[src/rtl/hilo_mdu.sv]
`default_nettype none
// ============================================================================
// Module      : hilo_mdu
// Description : Execute-stage multiply/divide unit that owns the HI/LO
//               architectural registers.
//               MULT/MULTU and MTHI/MTLO complete in one cycle.
//               DIV/DIVU use restoring division, one quotient bit per cycle,
//               followed by a sign fix-up cycle.
// Ports       : clk      - clock, rising edge
//               reset    - asynchronous, active-low
//               start    - op valid this cycle (already qualified by stage)
//               op       - 0 MULT, 1 MULTU, 2 DIV, 3 DIVU, 4 MTHI, 5 MTLO
//               rs, rt   - operands (rs is also the MTHI/MTLO source)
//               nullify  - flush: aborts divide, blocks same-cycle start
//               busy     - divide in progress (stall request)
//               done     - one-cycle pulse, HI/LO updated by previous op
//               hi, lo   - HI/LO registers
// Revision    : 1.0 - initial release
// ============================================================================
module hilo_mdu #(
    parameter int WIDTH = 32
) (
    input  logic             clk,
    input  logic             reset,
    input  logic             start,
    input  logic [2:0]       op,
    input  logic [WIDTH-1:0] rs,
    input  logic [WIDTH-1:0] rt,
    input  logic             nullify,
    output logic             busy,
    output logic             done,
    output logic [WIDTH-1:0] hi,
    output logic [WIDTH-1:0] lo
);

    localparam logic [2:0] c_op_mult  = 3'd0;
    localparam logic [2:0] c_op_multu = 3'd1;
    localparam logic [2:0] c_op_div   = 3'd2;
    localparam logic [2:0] c_op_divu  = 3'd3;
    localparam logic [2:0] c_op_mthi  = 3'd4;
    localparam logic [2:0] c_op_mtlo  = 3'd5;

    localparam int                c_cnt_w    = (WIDTH > 2) ? $clog2(WIDTH) : 1;
    localparam logic [c_cnt_w-1:0] c_cnt_init = c_cnt_w'(WIDTH - 1);
    localparam logic [c_cnt_w-1:0] c_cnt_one  = c_cnt_w'(1);

    typedef enum logic [1:0] {
        S_IDLE  = 2'd0,
        S_DIV   = 2'd1,
        S_FIXUP = 2'd2
    } state_t;

    state_t               r_state;
    logic [c_cnt_w-1:0]   r_cnt;
    logic [WIDTH-1:0]     r_hi;
    logic [WIDTH-1:0]     r_lo;
    logic                 r_done;
    logic [WIDTH-1:0]     r_quo;     // dividend magnitude shifts out, quotient shifts in
    logic [WIDTH-1:0]     r_rem;     // partial remainder, always < divisor magnitude
    logic [WIDTH-1:0]     r_dvs;     // divisor magnitude
    logic                 r_neg_q;
    logic                 r_neg_r;

    logic                 w_accept;
    logic                 w_signed_div;
    logic                 w_a_neg;
    logic                 w_b_neg;
    logic [WIDTH-1:0]     w_a_mag;
    logic [WIDTH-1:0]     w_b_mag;
    logic                 w_mul_signed;
    logic [2*WIDTH-1:0]   w_mul_a;
    logic [2*WIDTH-1:0]   w_mul_b;
    logic [2*WIDTH-1:0]   w_prod;
    logic [WIDTH:0]       w_shift;
    logic [WIDTH:0]       w_trial;
    logic [WIDTH-1:0]     w_quo_fix;
    logic [WIDTH-1:0]     w_rem_fix;

    assign w_accept     = start && (r_state == S_IDLE) && !nullify && (op <= c_op_mtlo);

    assign w_signed_div = (op == c_op_div);
    assign w_a_neg      = w_signed_div & rs[WIDTH-1];
    assign w_b_neg      = w_signed_div & rt[WIDTH-1];
    assign w_a_mag      = w_a_neg ? -rs : rs;
    assign w_b_mag      = w_b_neg ? -rt : rt;

    // Sign- or zero-extend to 2*WIDTH; the low 2*WIDTH bits of the product
    // are then correct for both signed and unsigned multiplication.
    assign w_mul_signed = (op == c_op_mult);
    assign w_mul_a      = {{WIDTH{w_mul_signed & rs[WIDTH-1]}}, rs};
    assign w_mul_b      = {{WIDTH{w_mul_signed & rt[WIDTH-1]}}, rt};
    assign w_prod       = w_mul_a * w_mul_b;

    // Restoring step in WIDTH+1 bits: the top bit of the trial difference is
    // the borrow, so a magnitude of 2^(WIDTH-1) (most negative input) is safe.
    assign w_shift      = {r_rem, r_quo[WIDTH-1]};
    assign w_trial      = w_shift - {1'b0, r_dvs};

    assign w_quo_fix    = r_neg_q ? -r_quo : r_quo;
    assign w_rem_fix    = r_neg_r ? -r_rem : r_rem;

    always_ff @(posedge clk or negedge reset) begin
        if (!reset) begin
            r_state <= S_IDLE;
            r_cnt   <= '0;
            r_hi    <= '0;
            r_lo    <= '0;
            r_done  <= 1'b0;
            r_quo   <= '0;
            r_rem   <= '0;
            r_dvs   <= '0;
            r_neg_q <= 1'b0;
            r_neg_r <= 1'b0;
        end else begin
            r_done <= 1'b0;
            case (r_state)
                S_IDLE: begin
                    if (w_accept) begin
                        case (op)
                            c_op_mult, c_op_multu: begin
                                {r_hi, r_lo} <= w_prod;
                                r_done       <= 1'b1;
                            end
                            c_op_mthi: begin
                                r_hi   <= rs;
                                r_done <= 1'b1;
                            end
                            c_op_mtlo: begin
                                r_lo   <= rs;
                                r_done <= 1'b1;
                            end
                            c_op_div, c_op_divu: begin
                                r_quo   <= w_a_mag;
                                r_rem   <= '0;
                                r_dvs   <= w_b_mag;
                                // Divide by zero yields an all-ones quotient
                                // from the magnitude loop; keep it unsigned.
                                r_neg_q <= (w_a_neg ^ w_b_neg) && (rt != '0);
                                r_neg_r <= w_a_neg;
                                r_cnt   <= c_cnt_init;
                                r_state <= S_DIV;
                            end
                            default: ;
                        endcase
                    end
                end
                S_DIV: begin
                    if (nullify) begin
                        r_state <= S_IDLE;
                    end else begin
                        if (!w_trial[WIDTH]) begin
                            r_rem <= w_trial[WIDTH-1:0];
                            r_quo <= {r_quo[WIDTH-2:0], 1'b1};
                        end else begin
                            r_rem <= w_shift[WIDTH-1:0];
                            r_quo <= {r_quo[WIDTH-2:0], 1'b0};
                        end
                        r_cnt <= r_cnt - c_cnt_one;
                        if (r_cnt == '0) begin
                            r_state <= S_FIXUP;
                        end
                    end
                end
                S_FIXUP: begin
                    r_state <= S_IDLE;
                    if (!nullify) begin
                        r_hi   <= w_rem_fix;
                        r_lo   <= w_quo_fix;
                        r_done <= 1'b1;
                    end
                end
                default: r_state <= S_IDLE;
            endcase
        end
    end

    assign busy = (r_state != S_IDLE);
    assign done = r_done;
    assign hi   = r_hi;
    assign lo   = r_lo;

endmodule
`default_nettype wire

[config.mk]
export PLATFORM = sky130hd
export DESIGN_NAME = hilo_mdu
export DESIGN_NICKNAME = d
export VERILOG_FILES = /design/src/rtl/hilo_mdu.sv
export SDC_FILE = /design/constraint.sdc
export NUM_CORES = 2
export LEC_CHECK = 0
export CAP_MARGIN = 10
export CORE_MARGIN = 2
export CORE_UTILIZATION = 60
export CTS_BUF_LIST = sky130_fd_sc_hd__clkbuf_16
export CTS_CLUSTER_DIAMETER = 100
export DETAILED_ROUTE_END_ITERATION = 8
export PLACE_DENSITY = 0.78
export SYNTH_ARGS = -nofsm -noshare
export SYNTH_HDL_FRONTEND = slang
export SYNTH_SLANG_ARGS = --single-unit
[constraint.sdc]
create_clock -name clk -period 7.1 [get_ports clk]
set_input_delay 0.71 -clock clk [delete_from_list [all_inputs] [get_ports clk]]
set_output_delay 0.71 -clock clk [all_outputs]
set_load 0.02 [all_outputs]
# Word level (Yosys, flattened, before mapping)
# Cells that the tools add are included.
# totals
register_bits	170
# classes
muxes	35
n_eq_ne	14
n_mul	1
n_lt_le_gt_ge	1
n_bitwise	5
n_addsub	6
reduce_logical	20
# op_table
cell	count
$mux 32	15
$pmux 32 s2	6
$neg 32->32	4
$mul 33x33->64	1
$sub 33x32->33	1
$reduce_bool 32->1	1
$mux 5	3
$reduce_and 4->1	3
$pmux 5 s2	1
$mux 2	4
$eq 3x2->1 const B	2
$eq 3x3->1 const B	2
$ne 2x2->1 const B	3
$ne 3x1->1 const B	2
$reduce_and 3->1	2
$reduce_bool 2->1	3
$logic_not 5->1	1
$sub 5x1->5 const B	1
$and 1x1->1	4
$logic_and 1x1->1	4
$mux 1	4
$pmux 2 s2	1
$reduce_or 2->1	2
$reduce_or 4->1	1
other kinds (11)	11

# Logic depth before layout (Yosys ltp)
# logic_depth
word_depth	6
depth_mapped	32
mapped_depth_nobuf	29

# Least setup slack after synthesis
# Ideal clock, no wire load.
# synth_timing
path_type	input to register
startpoint	input op[2]
endpoint	register r_hi[31] (netlist: hi[31])
path_stages	28
arrival_time_ps	8528
setup_ps	96
path_slack_ps	-1524
required_ps	7004
cell_sequence	nor3_1 -> clkbuf_1 -> and2_1 -> clkbuf_1 -> nand2_1 -> inv_1 -> fa_1 -> fa_1 -> fa_1 -> inv_1 -> fa_1 -> fa_1 -> fa_1 -> fa_1 -> fa_1 -> inv_1 -> ha_1 -> clkbuf_1 -> a21o_1 -> a21o_1 -> a21oi_1 -> nor2_1 -> a2111oi_0 -> o311a_1 -> o31ai_1 -> a311oi_1 -> xnor2_1 -> o31ai_1
# synth_via
elab_chain_cells	6
elab_cells_between_ends	15
# synth_rtl
item	line	source
start, declared	26	input logic [2:0] op,
$logic_not 3->1	89, 119	
$and 1x1->1 (on tied branches)	90, 91	
$mul 33x33->64	92	assign w_prod = w_mul_a * w_mul_b;
$pmux 32 s2	119	case (op)
$mux 32	118	if (w_accept) begin
$pmux 32 s2	116	case (r_state)
end signal, assigned	121	{r_hi, r_lo} <= w_prod;
end signal, assigned	125	r_hi <= rs;
end signal, assigned	167	r_hi <= w_rem_fix;
end, declared	55	logic [WIDTH-1:0] r_hi;
# Parallel ways exist; a longest one is shown, timed or not. The select of a mux whose other input is x is not followed.
# A chain may end at the register's enable or synchronous reset.

# Worst setup path after layout
# layout_timing
startpoint	input rt[8]
endpoint	register r_hi[31] (netlist: hi[31])
# layout_via
elab_chain_cells	4
# layout_rtl
item	line	source
start, declared	28	input logic [WIDTH-1:0] rt,
$mul 33x33->64	92	
$pmux 32 s2	119	
$mux 32	118	
$pmux 32 s2	116	
# Every way passes these cells. The select of a mux whose other input is x is not followed.

==> flow_results.xml <==
<?xml version="1.0" encoding="UTF-8"?>
<metrics>
  <group name="critical_path">
    <metric name="cp_data_required_time" unit="ps">7460</metric>
    <metric name="ff2ff_path_depth" unit="">15</metric>
    <metric name="critPathKind" unit="">in2reg</metric>
    <metric name="rr_startpoint" unit="">r_quo[31]</metric>
    <metric name="worst_path_most_repeated_cell" unit="">fa_1</metric>
    <metric name="timing.reg2reg.setup_slack" unit="ps">2600</metric>
    <metric name="reg2reg_to" unit="">r_rem[8]</metric>
    <metric name="start_kind" unit="">input pin</metric>
    <metric name="largest_fanout_on_the_critical_path" unit="">5</metric>
    <metric name="cp_slowest_cell" unit="">fa_1</metric>
    <metric name="critPathArrivalTime" unit="ps">8330</metric>
    <metric name="timing.critical_path.slowest_cell_delay" unit="ps">600</metric>
    <metric name="cp-end-kind" unit="">register</metric>
  </group>
  <group name="synth">
    <metric name="synth.yosys.seq_area_share" unit="%">8.47</metric>
    <metric name="yosysMostFrequentCell" unit="">inv_1</metric>
    <metric name="synth.top_cells.by_count" unit="">1203 x inv_1, 1126 x fa_1, 1052 x nand2_1, 310 x clkbuf_1, 295 x o21ai_0</metric>
    <metric name="asyncSetResetFlopFracSynth" unit="%">100</metric>
    <metric name="yosys_most_used_dff" unit="">dfrtp_1</metric>
    <metric name="synth_edf_count" unit="">0</metric>
    <metric name="avgSynthCellArea" unit="um^2">8.64</metric>
    <metric name="yosysTopAreaCellShare" unit="%">44.9</metric>
    <metric name="postSynthRegisterBits" unit="">170</metric>
    <metric name="yosysWarningCount" unit="">0</metric>
    <metric name="postSynthCellCount" unit="">5812</metric>
    <metric name="syn-cell-area" unit="um^2">50200</metric>
    <metric name="synth_largest_area_cell" unit="">fa_1</metric>
    <metric name="synthTopCellsByArea" unit="">fa_1 45%, inv_1 9.0%, dfrtp_1 8.5%</metric>
    <metric name="synth_cell_types" unit="">76</metric>
    <metric name="synth_fp_nets" unit="">7259</metric>
  </group>
  <group name="cts">
    <metric name="h-tree-depth" unit="">4</metric>
    <metric name="cts_root_buf" unit="">clkbuf_16</metric>
    <metric name="tritoncts_num_sinks" unit="">170</metric>
    <metric name="cts-root-to-sink-buffers" unit="">2</metric>
    <metric name="cts-buffers-inserted" unit="">17</metric>
    <metric name="cts_tree" unit="">built</metric>
    <metric name="clock_latency" unit="ps">460</metric>
    <metric name="clk_transition_reported_paths" unit="ps">80</metric>
    <metric name="cts_hold_repair.buffers" unit="">0</metric>
  </group>
  <group name="timing">
    <metric name="tns" unit="ps">-25800</metric>
    <metric name="final_period_utilization" unit="%">112</metric>
    <metric name="worst_margin_slew" unit="ps">1200</metric>
    <metric name="final-max-slew-violation-count" unit="">0</metric>
    <metric name="achievable-frequency" unit="MHz">125</metric>
    <metric name="worst_setup_skew_after_layout" unit="ps">14.3</metric>
    <metric name="period_minus_slack" unit="ps">7980</metric>
    <metric name="finalHoldViolations" unit="">0</metric>
    <metric name="timing.slew.headroom" unit="%">20.3</metric>
    <metric name="timing.final.setup_violations" unit="">43</metric>
    <metric name="final_critical_path_setup_slack" unit="ps">-876</metric>
    <metric name="unrepaired_setup_endpoints_after_global_routing" unit="">yes</metric>
  </group>
  <group name="drt">
    <metric name="avgRoutedWirePerCell" unit="um">24.0</metric>
    <metric name="antenna_violating_nets_post_route" unit="">0</metric>
    <metric name="routed_wl" unit="um">178000</metric>
    <metric name="via_density_per_instance" unit="">5.99</metric>
    <metric name="drc_errors" unit="">0</metric>
    <metric name="drt_iter0_markers" unit="">4537</metric>
    <metric name="1st_pass_router_iterations" unit="">6</metric>
    <metric name="vias" unit="">44400</metric>
  </group>
  <group name="finish">
    <metric name="syn_to_final_growth" unit="%">22.1</metric>
    <metric name="register_area" unit="um^2">4250</metric>
    <metric name="final_design_area_no_fill" unit="um^2">61400</metric>
    <metric name="finalNonFillerCells" unit="">7425</metric>
    <metric name="multi_input_comb_area" unit="um^2">42000</metric>
    <metric name="final_nets" unit="">7766</metric>
    <metric name="nFillCells" unit="">5638</metric>
    <metric name="post_route_cells_drive_above_1_share" unit="%">18.6</metric>
  </group>
  <group name="global_route">
    <metric name="grt_first_pass_wirelength" unit="um">266000</metric>
    <metric name="grt_start_max_net_pins" unit="">93</metric>
    <metric name="globalRoute.totalOverflow" unit="">0</metric>
    <metric name="grt_pass1_vias" unit="">47100</metric>
    <metric name="grtUsageTotal" unit="%">41.2</metric>
    <metric name="grt_antenna_before_repair" unit="">21</metric>
  </group>
  <group name="place">
    <metric name="place.port_buffers" unit="">136</metric>
    <metric name="placed_cells" unit="">7240</metric>
    <metric name="dpl-instance-area" unit="um^2">57100</metric>
    <metric name="place_congestion" unit="">1.01</metric>
    <metric name="hpwl" unit="um">129000</metric>
  </group>
  <group name="run_status">
    <metric name="run_status" unit="">complete, but fails checks</metric>
    <metric name="violations" unit="">setup timing</metric>
  </group>
  <group name="job">
    <metric name="drv.max_cap_violation_count" unit="">0</metric>
  </group>
  <group name="floorplanning">
    <metric name="i_o_pins" unit="">137</metric>
    <metric name="chipWidth" unit="um">293</metric>
    <metric name="vertical_extent_of_the_die" unit="um">293</metric>
    <metric name="std_cell_rows" unit="">106</metric>
    <metric name="coreArea" unit="um^2">83300</metric>
    <metric name="die_area" unit="um^2">86100</metric>
    <metric name="initial_utilization" unit="%">60.3</metric>
  </group>
  <group name="worst_hold_path">
    <metric name="worstHoldPathType" unit="">in2async</metric>
  </group>
</metrics>
==> layout by cell type (no fill, tap or decap), types with 17 or more instances in the layout <==
cell             Yosys  routed
nand4_1             21      21
xor2_1              76      71
and2_1             288     271
mux2i_1             34      34
buf_4                0     563
nor3_1              36      31
inv_1             1203    1158
and2_4               0      17
clkbuf_16            0      20
o21ai_1              2      39
o21ai_0            295     243
clkdlybuf4s50_1      0      71
fa_1              1126    1067
buf_6                1      82
dfrtp_1            170     170
nor2_1             129     114
xnor2_1            132     121
o31ai_1             33      29
nand2_1           1052    1031
o211ai_1            34      34
nand3_1             39      30
buf_12               0      74
a31oi_1             24      19
and3_1              28      19
a21oi_1            159     123
or3_1               22      21
ha_1               250     206
a21oi_2              0      28
fa_2                 0      59
a21o_1              71      70
inv_2                0      40
ha_4                 0      42
==> kinds of logic (layout without fill, tap and decap cells) <==
| group | count (synthesis) | in the layout | synth area share (%) |
|---|---|---|---|
| fa+ha+maj | 1376 | 1376 | 51.1 |
| simple gates | 1707 | 1707 | 15.4 |
| mux | 35 | 35 | 0.700 |
| flops | 170 | 170 | 8.47 |
| other cells | 0 | 14 | 0 |
| compound gates | 743 | 743 | 8.96 |
| buf+inv | 1573 | 2092 | 11.8 |
| xor+xnor | 208 | 208 | 3.63 |
==> sequential cells by signal, indices dropped and copies added, names as in the netlist <==
register  cells
done          1
hi           32
lo           32
r_cnt         5
r_dvs        32
r_neg_q       1
r_neg_r       1
r_quo        32
r_rem        32
r_state       2
==> timing repair <==
action,in CTS,in global routing
cloned,25,3
buffers inserted,98,27
hold endpoints to repair,0,0
resized for setup,487,161
pin swaps,254,110
setup endpoints to repair,51,49
==> area by class of cell <==
type	instances	share of cell area, %
Timing Repair Buffer	858	14.0
Multi-Input combinational cell	4069	68.4
Sequential cell	170	6.93
Clock buffer	17	0.693
Tap cell	1080	2.20
Clock inverter	14	0.310
Inverter	1203	7.38
Antenna cell	14	0.0571
==> critical path: cells and delay by family <==
kind            cells  cell delay (ps)
fa+ha+maj           9             4650
buf+inv            10             1150
compound gates      5             1030
simple gates        5              600
xor+xnor            1              150
==> per-layer routing <==
layer / share of wire, % / track usage (%) / wire [um]
met4: 11 / 36.3 / 20200
met2: 46 / 65.7 / 82200
met1: 32 / 46.9 / 56800
met5: 0.060 / 0 / 107
met3: 11 / 9.03 / 18700
==> through the flow <==
step | util, % | worst slack [ps] | hold slack [ps]
final | 73.7 | -876 | 338
after global routing | 73.7 | -1090 | 407
after CTS | 72.6 | -716 | 378
after detailed placement | 68.5 | -1850 | 470
after global placement | 68.5 | -1590 | 463
after floorplan | - | -899 | 414
==> worst max path at each step <==
stage          start      to  slack (ps)  depth (start not counted)
5_1_grt        rt[8]  hi[31]       -1090                         30
6_report       rt[8]  hi[31]        -880                         30
4_1_cts        op[2]  hi[31]        -720                         27
2_1_floorplan  op[1]  hi[31]        -900                         30
3_3_place_gp   op[0]  hi[31]       -1590                         30
3_5_place_dp   op[2]  hi[31]       -1850                         30
Power is not shown: default switching activity piles up to over one toggle a cycle in this logic, so the estimate is an artifact.
